$ cat config.mk
export PLATFORM = sky130hd
export DESIGN_NAME = jtdsp16_rom_arb
export DESIGN_NICKNAME = d
export VERILOG_FILES = /design/src/rtl/jtdsp16_pkg.sv /design/src/rtl/jtdsp16_rom_fbuf.sv /design/src/rtl/jtdsp16_rom_arb.sv
export SDC_FILE = /design/constraint.sdc
export NUM_CORES = 1
export LEC_CHECK = 0
export ABC_AREA = 1
export CAP_MARGIN = 20
export CORE_MARGIN = 2
export CORE_UTILIZATION = 46
export CTS_CLUSTER_DIAMETER = 200
export DETAILED_ROUTE_END_ITERATION = 10
export GPL_ROUTABILITY_DRIVEN = 1
export GPL_TIMING_DRIVEN = 0
export MAX_ROUTING_LAYER = met4
export PLACE_DENSITY = 0.8
export SYNTH_ARGS = -nofsm -noshare
export SYNTH_HDL_FRONTEND = slang
export SYNTH_HIERARCHICAL = 1
export SYNTH_SLANG_ARGS = --single-unit
$ cat constraint.sdc
create_clock -name clk -period 2 [get_ports clk]
set_input_delay 0.4 -clock clk [delete_from_list [all_inputs] [get_ports clk]]
set_output_delay 0.4 -clock clk [all_outputs]
set_load 0.005 [all_outputs]
$ cat src/rtl/jtdsp16_pkg.sv
// Shared JTDSP16 definitions: ROM arbiter FSM states and default ROM
// word-address width.
package jtdsp16_pkg;

  localparam int AW_DEF = 16;

  typedef enum logic [1:0] {
    ST_IDLE  = 2'd0,
    ST_XREAD = 2'd1,
    ST_FETCH = 2'd2
  } arb_st_t;

endpackage

$ cat src/rtl/jtdsp16_rom_fbuf.sv
// One-word instruction fetch buffer with hit comparator.
// Ports: clk/rst, flush (drop valid), fill/fill_addr/fill_data (load word),
// fetch_addr (PC), hit (buffer holds PC), dout (buffered word).
module jtdsp16_rom_fbuf
  import jtdsp16_pkg::*;
#(
  parameter int AW = AW_DEF
) (
  input  logic          clk,
  input  logic          rst,
  input  logic          flush,
  input  logic          fill,
  input  logic [AW-1:0] fill_addr,
  input  logic [15:0]   fill_data,
  input  logic [AW-1:0] fetch_addr,
  output logic          hit,
  output logic [15:0]   dout
);

  logic [AW-1:0] fb_addr;
  logic          fb_valid;

  always_ff @(posedge clk) begin
    if (rst) begin
      fb_addr  <= '0;
      dout     <= '0;
      fb_valid <= 1'b0;
    end else begin
      if (fill) begin
        fb_addr <= fill_addr;
        dout    <= fill_data;
      end
      // flush beats a simultaneous fill: the word lands but stays invalid
      if (flush)
        fb_valid <= 1'b0;
      else if (fill)
        fb_valid <= 1'b1;
    end
  end

  assign hit = fb_valid && (fb_addr == fetch_addr);

endmodule

$ cat src/rtl/jtdsp16_rom_arb.sv
// JTDSP16 program-ROM arbiter: serialises X-space reads and instruction
// fetches onto one rom_cs/rom_ok port and stalls the core via halt.
// Ports: clk, rst, cen, flush; fetch_addr/fetch_dout; x_req/x_addr/x_dout;
// halt; rom_cs/rom_addr/rom_data/rom_ok external ROM handshake.
module jtdsp16_rom_arb
  import jtdsp16_pkg::*;
#(
  parameter int AW = AW_DEF
) (
  input  logic          clk,
  input  logic          rst,
  input  logic          cen,
  input  logic          flush,
  input  logic [AW-1:0] fetch_addr,
  output logic [15:0]   fetch_dout,
  input  logic          x_req,
  input  logic [AW-1:0] x_addr,
  output logic [15:0]   x_dout,
  output logic          halt,
  output logic          rom_cs,
  output logic [AW-1:0] rom_addr,
  input  logic [15:0]   rom_data,
  input  logic          rom_ok
);

  arb_st_t st;
  logic    hit;
  logic    x_done;
  logic    x_need;
  logic    adv;
  logic    fill;
  logic    xfill;
  logic    flush_pend;
  logic    fb_flush;

  assign x_need = x_req && !x_done;
  assign halt   = !hit || x_need;
  assign adv    = cen && !halt;
  assign fill   = (st == ST_FETCH) && rom_ok;
  assign xfill  = (st == ST_XREAD) && rom_ok;

  // a flush seen while a fetch is in flight must also void that word
  assign fb_flush = flush || flush_pend;

  jtdsp16_rom_fbuf #(
    .AW(AW)
  ) u_fbuf (
    .clk       (clk),
    .rst       (rst),
    .flush     (fb_flush),
    .fill      (fill),
    .fill_addr (rom_addr),
    .fill_data (rom_data),
    .fetch_addr(fetch_addr),
    .hit       (hit),
    .dout      (fetch_dout)
  );

  // X has priority: its operand belongs to the instruction in decode
  always_ff @(posedge clk) begin
    if (rst) begin
      st       <= ST_IDLE;
      rom_cs   <= 1'b0;
      rom_addr <= '0;
    end else begin
      unique case (st)
        ST_IDLE: begin
          if (x_need) begin
            st       <= ST_XREAD;
            rom_cs   <= 1'b1;
            rom_addr <= x_addr;
          end else if (!hit) begin
            st       <= ST_FETCH;
            rom_cs   <= 1'b1;
            rom_addr <= fetch_addr;
          end
        end
        ST_XREAD, ST_FETCH: begin
          if (rom_ok) begin
            st     <= ST_IDLE;
            rom_cs <= 1'b0;
          end
        end
        default: begin
          st     <= ST_IDLE;
          rom_cs <= 1'b0;
        end
      endcase
    end
  end

  always_ff @(posedge clk) begin
    if (rst)
      flush_pend <= 1'b0;
    else if ((st == ST_FETCH) && !rom_ok)
      flush_pend <= flush_pend || flush;
    else
      flush_pend <= 1'b0;
  end

  // advance wins over a same-edge completion so a late X word
  // never leaks into the next instruction
  always_ff @(posedge clk) begin
    if (rst) begin
      x_done <= 1'b0;
      x_dout <= '0;
    end else begin
      if (xfill)
        x_dout <= rom_data;
      if (adv)
        x_done <= 1'b0;
      else if (xfill)
        x_done <= 1'b1;
    end
  end

endmodule

# Word-level counts from Yosys, hierarchy flattened
# Cells that the tools add are included.
# Widths: inputs -> output; s select.
# word_totals
word_cells	45
output_inout_bits	50
register_bits	70
in_bits	54
# classes
eq_ne	6
muxes	10
reduce_logical	19
n_bitwise	1
# ops
op	n
$mux 16	2
$eq 16x16->1	1
$reduce_or 2->1	4
$logic_and 1x1->1	6
$mux 2	3
$logic_not 1->1	4
$pmux 2 s2	1
$reduce_and 2->1	2
$mux 1	3
$ne 3x3->1 const B	1
$eq 2x1->1 const B	1
$eq 2x2->1 const B	1
$logic_not 2->1	1
$logic_or 1x1->1	2
$ne 2x1->1 const B	1
$ne 2x2->1 const B	1
$pmux 1 s2	1
$not 1->1	1

# Depth between registers and ports, before layout
# Gate-level depths: netlist of run 1.
# depth
word_depth	7
ltp_mapped	13
mapped_depth_nobuf	12

# Cells and area by module
# Netlist of run 1, hierarchy kept.
# modules_own_cells
mod	area_per_inst_um2	seq_area_each_um2	cells_each	n_inst
jtdsp16_rom_arb	1681.6	740.7	230	1
jtdsp16_rom_fbuf	1446.4	660.6	204	1

# Least setup slack after synthesis of run 1
# Ideal clock, no wire load.
# synth_path
kind	input-to-output
start	input fetch_addr[4]
end	output halt
n_path_buf	1
t_required_ns	1.600
arrival_time_ns	1.310
path_stages	10
path_slack_ns	0.290
path_cell_list	inv_1 nand2_1 nand2_1 nor2_1 nand2_1 nor2_1 nand2_1 nor2_1 nand2_4 buf_6
# synth_between
elab_chain_cells	4
# synth_lines
item	line	rtl
start, declared	jtdsp16_rom_arb.sv:14	input logic [AW-1:0] fetch_addr,
$eq 16x16->1	jtdsp16_rom_fbuf.sv:41	assign hit = fb_valid && (fb_addr == fetch_addr);
$logic_and 1x1->1	jtdsp16_rom_fbuf.sv:41	
named net hit	jtdsp16_rom_arb.sv:27	logic hit;
$logic_not 1->1	--	
$logic_or 1x1->1	jtdsp16_rom_arb.sv:37	assign halt = !hit || x_need;
end, declared	jtdsp16_rom_arb.sv:19	output logic halt,
# The timed path passes the listed nets, and every way through them passes these cells.

# Worst setup path after layout of run 1
# layout_path
start	input fetch_addr[0]
end	output halt
# The elaborated chain is that of the path after synthesis.

==> results.tsv, run 1 <==
metric	value	unit
Critical Path Source	fetch_addr[0]	
Worst Tran Pin Value	0.513	ns
area leader, netlist	dfxtp_1	
Routability Congestion	0.840	
maximum vdd drop	0.456	mV
Final Instance Area	4490	um^2
Clock power frac	31.0	%
CTS H-Tree Depth	3	
layout cell share with drive strength beyond 1	13.4	%
FMAX	492	MHz
critical path's top delay family	simple AND/OR/NAND/NOR gates	
clk_skew	0.00777	ns
Area Overhead vs Synth	43.6	%
DP HPWL	6400	um
die area	7480	um^2
Pre-antenna DRT Iters	4	
Worst EP required	1.60	ns
total global routing overflow	0	
Critical Path AT	1.63	ns
Rows	30	
CTS Root Cell	clkbuf_8	
chip width	86.5	um
share of synthesized registers carrying an async set or reset	0	%
PwrDens	763	nW/um^2
DRT iter0 DRCs	159	
post-synth top area share	44.8	%
hold_buf cts	0	
Buf/Inv on CP	3	
minimum clock period	2.03	ns
Crit-path slowest cell	clkdlybuf4s15_1	
r2r setup slk	0.11	ns
Psw	0.000965	W
Worst Hold Launch	u_fbuf/dout[14]	
Worst R2R Start	u_fbuf/fb_addr[4]	
clock tree buffer depth	2	
overall power	0.00343	W
Post-Syn Instances	434	
die height	86.5	um
library cells used by synthesis	28	
utilization after layout	67.2	%
fin. max-slew vios	0	
CTS Buf Count	9	
Detail Route Antenna Nets	0	
diodes inserted	0	
worst min path class	flop to flop	
yosys warns	6	
internal power	0.00246	W
Worst setup EP type	primary output	
mean routed wirelength per cell	14.4	um
CTS tree	built	
Seq/Total Area, Yosys	44.8	%
Syn Std Cell Area	3130	um^2
Clock Latency Late Sink	0.34	ns
Final setup viols	1	
drt total wl	9200	um
CP peak stage delay	0.25	ns
status	finished, violations left	
Worst-path clk slew	0.07	ns
placed cells	617	
prevailing post-synth register cell	dfxtp_1	
Seq cells post-synth	70	
worst-path maximum fanout	3	
DRC viols	0	
Initial Util	46.8	%
Sequential Power Share	46.3	%
RSZ-0062 raised after global routing	true	
number of port buffers	103	
largest net degree at the start of global routing	12	
commonest non-fill, non-tap cell in the layout	nand2_1	
Final Hold Vio Count	0	
Max-slew headroom	65.8	%
vias in the first global route	3145	
nets	610	
fin crit share	102	%
area of the core	6680	um^2
Setup CP Type	input pin to primary output	
DR vias/cell	5.10	
EDFF count, synth	0	
switching share of power	28.2	%
vias post-DR	3253	
failing checks	negative setup slack	
initial antenna violation count	0	
crit-path cells	clkdlybuf4s15_1 -> inv_1 -> nand2_1 -> nand2_2 -> nor2_2 -> nand2_1 -> nor2_2 -> nand2_2 -> nor2_4 -> nand2_4 -> buf_6	
Syn Nets	491	
fin worst setup slack	-0.0327	ns
most frequent cells in the layout	122 x nand2_1, 86 x clkdlybuf4s50_1, 66 x nor2_1	
max-cap violation count	0	
gr usage total	26.2	%
Placed Area	4260	um^2
non-filler cells, final	638	
Ports	104	
LEAKAGE	1.89	nW
Logic pwr share	22.7	%
clk sinks	70	
first-pass GRT wire length	14800	um
crit path launch type	input pin	
number of fillers in the final layout	593	
synth top area cells	dfxtp_1 45%, nand2_1 15%, nor2_1 8.3%	
Avg Cell Area, Syn	7.21	um^2
-- repair_timing --
action	CTS	global route
resized for setup	33	14
pin swaps	8	8
setup endpoints to repair	17	12
buffers inserted	4	2
-- area by class of cell --
type / instances / area [um^2] / area share, %
buffer: 22 / 179 / 3.98
clock buffer: 13 / 169 / 3.76
clock inverter: 3 / 17.5 / 0.390
inverter: 31 / 119 / 2.65
multi-input combinational: 310 / 1440 / 32.1
sequential: 70 / 1410 / 31.4
tap: 80 / 100 / 2.23
timing repair buffer: 109 / 1060 / 23.5
-- worst register-to-register path: stages (launching register included) --
cell,delay [ns]
dfxtp_1,0.34
nand2_1,0.09
nand2_1,0.05
nor2_1,0.12
nand2_1,0.09
nor2_2,0.15
nand2_2,0.09
nor2_4,0.14
nand2_4,0.09
buf_4,0.13
buf_4,0.12
buf_4,0.17
a21oi_1,0.14
nor2_1,0.06
-- logic make-up (layout without fill, tap and decap cells) --
family                     Yosys count  count (layout)  share of synthesized area, %
DFF                                 70              70                          44.8
buffers and inverters               54             178                          9.88
and+or+nand+nor                    216             216                          27.9
AOI/OAI and AO/OA                   88              88                          15.4
xor gates and xnor gates             3               3                         0.840
adders and majority gates            3               3                          1.20
-- Yosys cell counts (3+ instances only) --
cell type,n
a211oi_1,5
a211oi_2,3
a21oi_1,43
buf_2,5
buf_4,4
buf_6,6
clkbuf_1,5
dfxtp_1,70
ha_1,3
inv_1,28
nand2_1,126
nand2_2,8
nand2_4,3
nand3_1,6
nor2_1,69
o21ai_0,24
o21ai_1,10
xor2_1,3
-- worst paths after layout --
| kind | endpoint | depth (start not counted) |
|---|---|---|
| worst min-delay path | u_fbuf/dout[14] | 2 |
| worst max-delay path | halt | 11 |
| worst max register to register | rom_addr[5] | 13 |
| worst min register to register | u_fbuf/dout[14] | 2 |
-- stage by stage --
step                      hold slack [ns]  worst slack (ns)  TNS (ns)
after CTS                           0.468            -0.113    -0.113
after global placement              0.447            -0.991     -8.89
after detailed placement            0.455             -1.03    -10.02
after floorplan                     0.436             0.290         0
after global routing                0.480            -0.111    -0.111
final                               0.466           -0.0327   -0.0327
-- sequential cells by signal, summed over array words and instances (netlist names) --
signal           flops
st                   2
x_dout              16
u_fbuf/fb_addr      16
flush_pend           1
rom_cs               1
x_done               1
rom_addr            16
u_fbuf/fb_valid      1
u_fbuf/dout         16
-- metal layers --
| layer | up-vias | GRT usage, % | wire, um |
|---|---|---|---|
| li1 | 1612 | - | - |
| met1 | 1502 | 31.0 | 3730 |
| met2 | 128 | 43.9 | 4600 |
| met3 | 11 | 5.43 | 747 |
| met4 | 0 | 10.1 | 126 |
| met5 | - | - | 0 |
-- power by group through the flow --
stage                     combinational (W)  clock [W]  sequential [W]
after global placement             0.000761          0         0.00161
after detailed placement           0.000776          0         0.00161
after global routing               0.000855    0.00114         0.00160
after floorplan                    0.000377          0         0.00161
final                              0.000777    0.00106         0.00159
after CTS                          0.000773    0.00108         0.00158
Power figures use the tool's default switching activity.
==> run 2, diff against run 1 <==
- RECOVER_POWER: unset -> 50
==> results.tsv, run 2 (synthesized netlist as in run 1, its figures left out) <==
metric	value	unit	change
DRT iter0 DRCs	224		+41%
area of the core	6680	um^2	unchanged
fin. max-slew vios	0		unchanged
die height	86.5	um	unchanged
area occupied by multi-input gates	1430	um^2	-1.0%
initial antenna violation count	0		unchanged
drt total wl	9230	um	+0.28%
Worst R2R Start	u_fbuf/fb_addr[0]		
RSZ-0062 raised after global routing	true		
DRC viols	0		unchanged
worst-path maximum fanout	3		unchanged
DP HPWL	6400	um	unchanged
Critical Path AT	1.62	ns	about the same
max-cap violation count	0		unchanged
commonest non-fill, non-tap cell in the layout	nand2_1		
number of fillers in the final layout	602		+1.5%
chip width	86.5	um	unchanged
nets	610		unchanged
die area	7480	um^2	unchanged
status	finished, violations left		
worst min path class	input pin to flop		
Placed Area	4260	um^2	unchanged
critical path capture point	halt		
gr usage total	26.2	%	unchanged
clk sinks	70		unchanged
Final Instance Area	4460	um^2	-0.72%
mean routed wirelength per cell	14.5	um	+0.28%
total global routing overflow	0		unchanged
diodes inserted	0		unchanged
utilization after layout	66.7	%	-0.49 points
Worst-path clk slew	0.08	ns	about the same
Detail Route Antenna Nets	0		unchanged
register area	1410	um^2	unchanged
fin crit share	101	%	-0.62 points
Rows	30		unchanged
maximum vdd drop	0.451	mV	-0.99%
Area Overhead vs Synth	42.5	%	
failing checks	negative setup slack		
Critical Path Source	fetch_addr[0]		
number of port buffers	103		unchanged
minimum clock period	2.02	ns	-0.0124 ns
LEAKAGE	1.94	nW	+2.2%
overall power	0.00341	W	-0.40%
largest net degree at the start of global routing	12		unchanged
Routability Congestion	0.840		unchanged
vias post-DR	3286		+1.0%
CTS Buf Count	9		unchanged
most frequent cells in the layout	122 x nand2_1, 67 x clkdlybuf4s50_1, 66 x nor2_1		
pre-CTS setup slack	-1.03	ns	unchanged
first-pass GRT wire length	14800	um	unchanged
Worst setup EP type	primary output		
layout cell share with drive strength beyond 1	12.4	%	-1.1 points
Worst EP required	1.60	ns	about the same
clock tree buffer depth	2		unchanged
FMAX	495	MHz	+0.61%
CTS Root Cell	clkbuf_8		
Final Hold Vio Count	0		unchanged
Clock Latency Late Sink	0.34	ns	about the same
DR vias/cell	5.15		+1.0%
Max-slew headroom	63.0	%	-2.8 points
CTS tree	built		
FF-to-FF path depth	14		+1
crit path launch type	input pin		
CTS H-Tree Depth	3		unchanged
PwrDens	766	nW/um^2	+0.33%
hold_buf cts	0		unchanged
Worst Tran Pin Value	0.554	ns	+0.0413 ns
Pre-antenna DRT Iters	5		+1
clk_skew	0.00894	ns	+0.00116 ns
FF-to-FF End	rom_addr[5]		
fin worst setup slack	-0.0203	ns	+0.0124 ns
Ports	104		unchanged
Final setup viols	1		unchanged
Initial Util	46.8	%	unchanged
vias in the first global route	3145		unchanged
r2r setup slk	0.12	ns	about the same
Setup CP Type	input pin to primary output		
[run 2: cell types whose count changed in the layout (fill, tap and decap cells not counted), sizes merged]
cell	delta
clkbuf	+4
clkdlybuf4s50	-19
dlygate4sd3	+19
inv	-1
buf	-4
clkinv	+1
[run 2: layout make-up]
class | count | share of cell area [%]
clock inverters | 3 | 0.393
multi-input cells | 310 | 32.0
flip-flops and latches | 70 | 31.6
clock buffers | 13 | 3.79
well taps | 80 | 2.25
plain buffers | 22 | 3.65
repair buffers | 109 | 23.7
inverters | 31 | 2.64
[run 2: report_power, final]
group	switching [W]	internal, W
Clock	0.000520	0.000548
Combinational	0.000369	0.000390
Sequential	0.0000777	0.00151
Total	0.000966	0.00245
[run 2: metal layers]
metal  vias up  GRT usage (%)  share of wire [%]  wire length, um
li1       1610              -                  -                -
met1      1536           31.0                 41             3760
met2       125           43.9                 50             4620
met4         0           10.1                1.9              175
met3        15           5.43                7.2              668
met5         -              -                  0                0
[run 2: how the worst min path moves through the flow]
stage,cells after the start,slack [ns],end,startpoint
final,5,0.46,rom_addr[11],fetch_addr[11]
after global routing,2,0.48,u_fbuf/dout[3],u_fbuf/dout[3]
after CTS,2,0.47,u_fbuf/dout[15],u_fbuf/dout[15]
after detailed placement,2,0.45,u_fbuf/dout[3],u_fbuf/dout[3]
after global placement,2,0.45,u_fbuf/dout[1],u_fbuf/dout[1]
after floorplan,2,0.44,flush_pend,flush_pend
[run 2: critical path: stages]
cell,delay [ns]
clkdlybuf4s15_1,0.25
inv_1,0.06
nand2_1,0.08
nand2_2,0.06
nor2_2,0.11
nand2_1,0.07
nor2_2,0.15
nand2_2,0.09
nor2_4,0.14
nand2_4,0.09
buf_6,0.12
[run 2: what timing repair did]
action / in CTS / in global routing
pin swaps: 8 / 8
buffers inserted: 4 / 2
endpoints found under the setup margin: 17 / 12
resized for setup: 33 / 14
[run 2: metrics by stage]
| stage | setup TNS [ns] | cells | hold slack, ns |
|---|---|---|---|
| 2_1_floorplan | 0 | 434 | 0.436 |
| 3_3_place_gp | -8.89 | 617 | 0.447 |
| 3_5_place_dp | -10.02 | 617 | 0.455 |
| 4_1_cts | -0.113 | 637 | 0.468 |
| 5_1_grt | -0.131 | 638 | 0.478 |
| 6_report | -0.0203 | 638 | 0.458 |
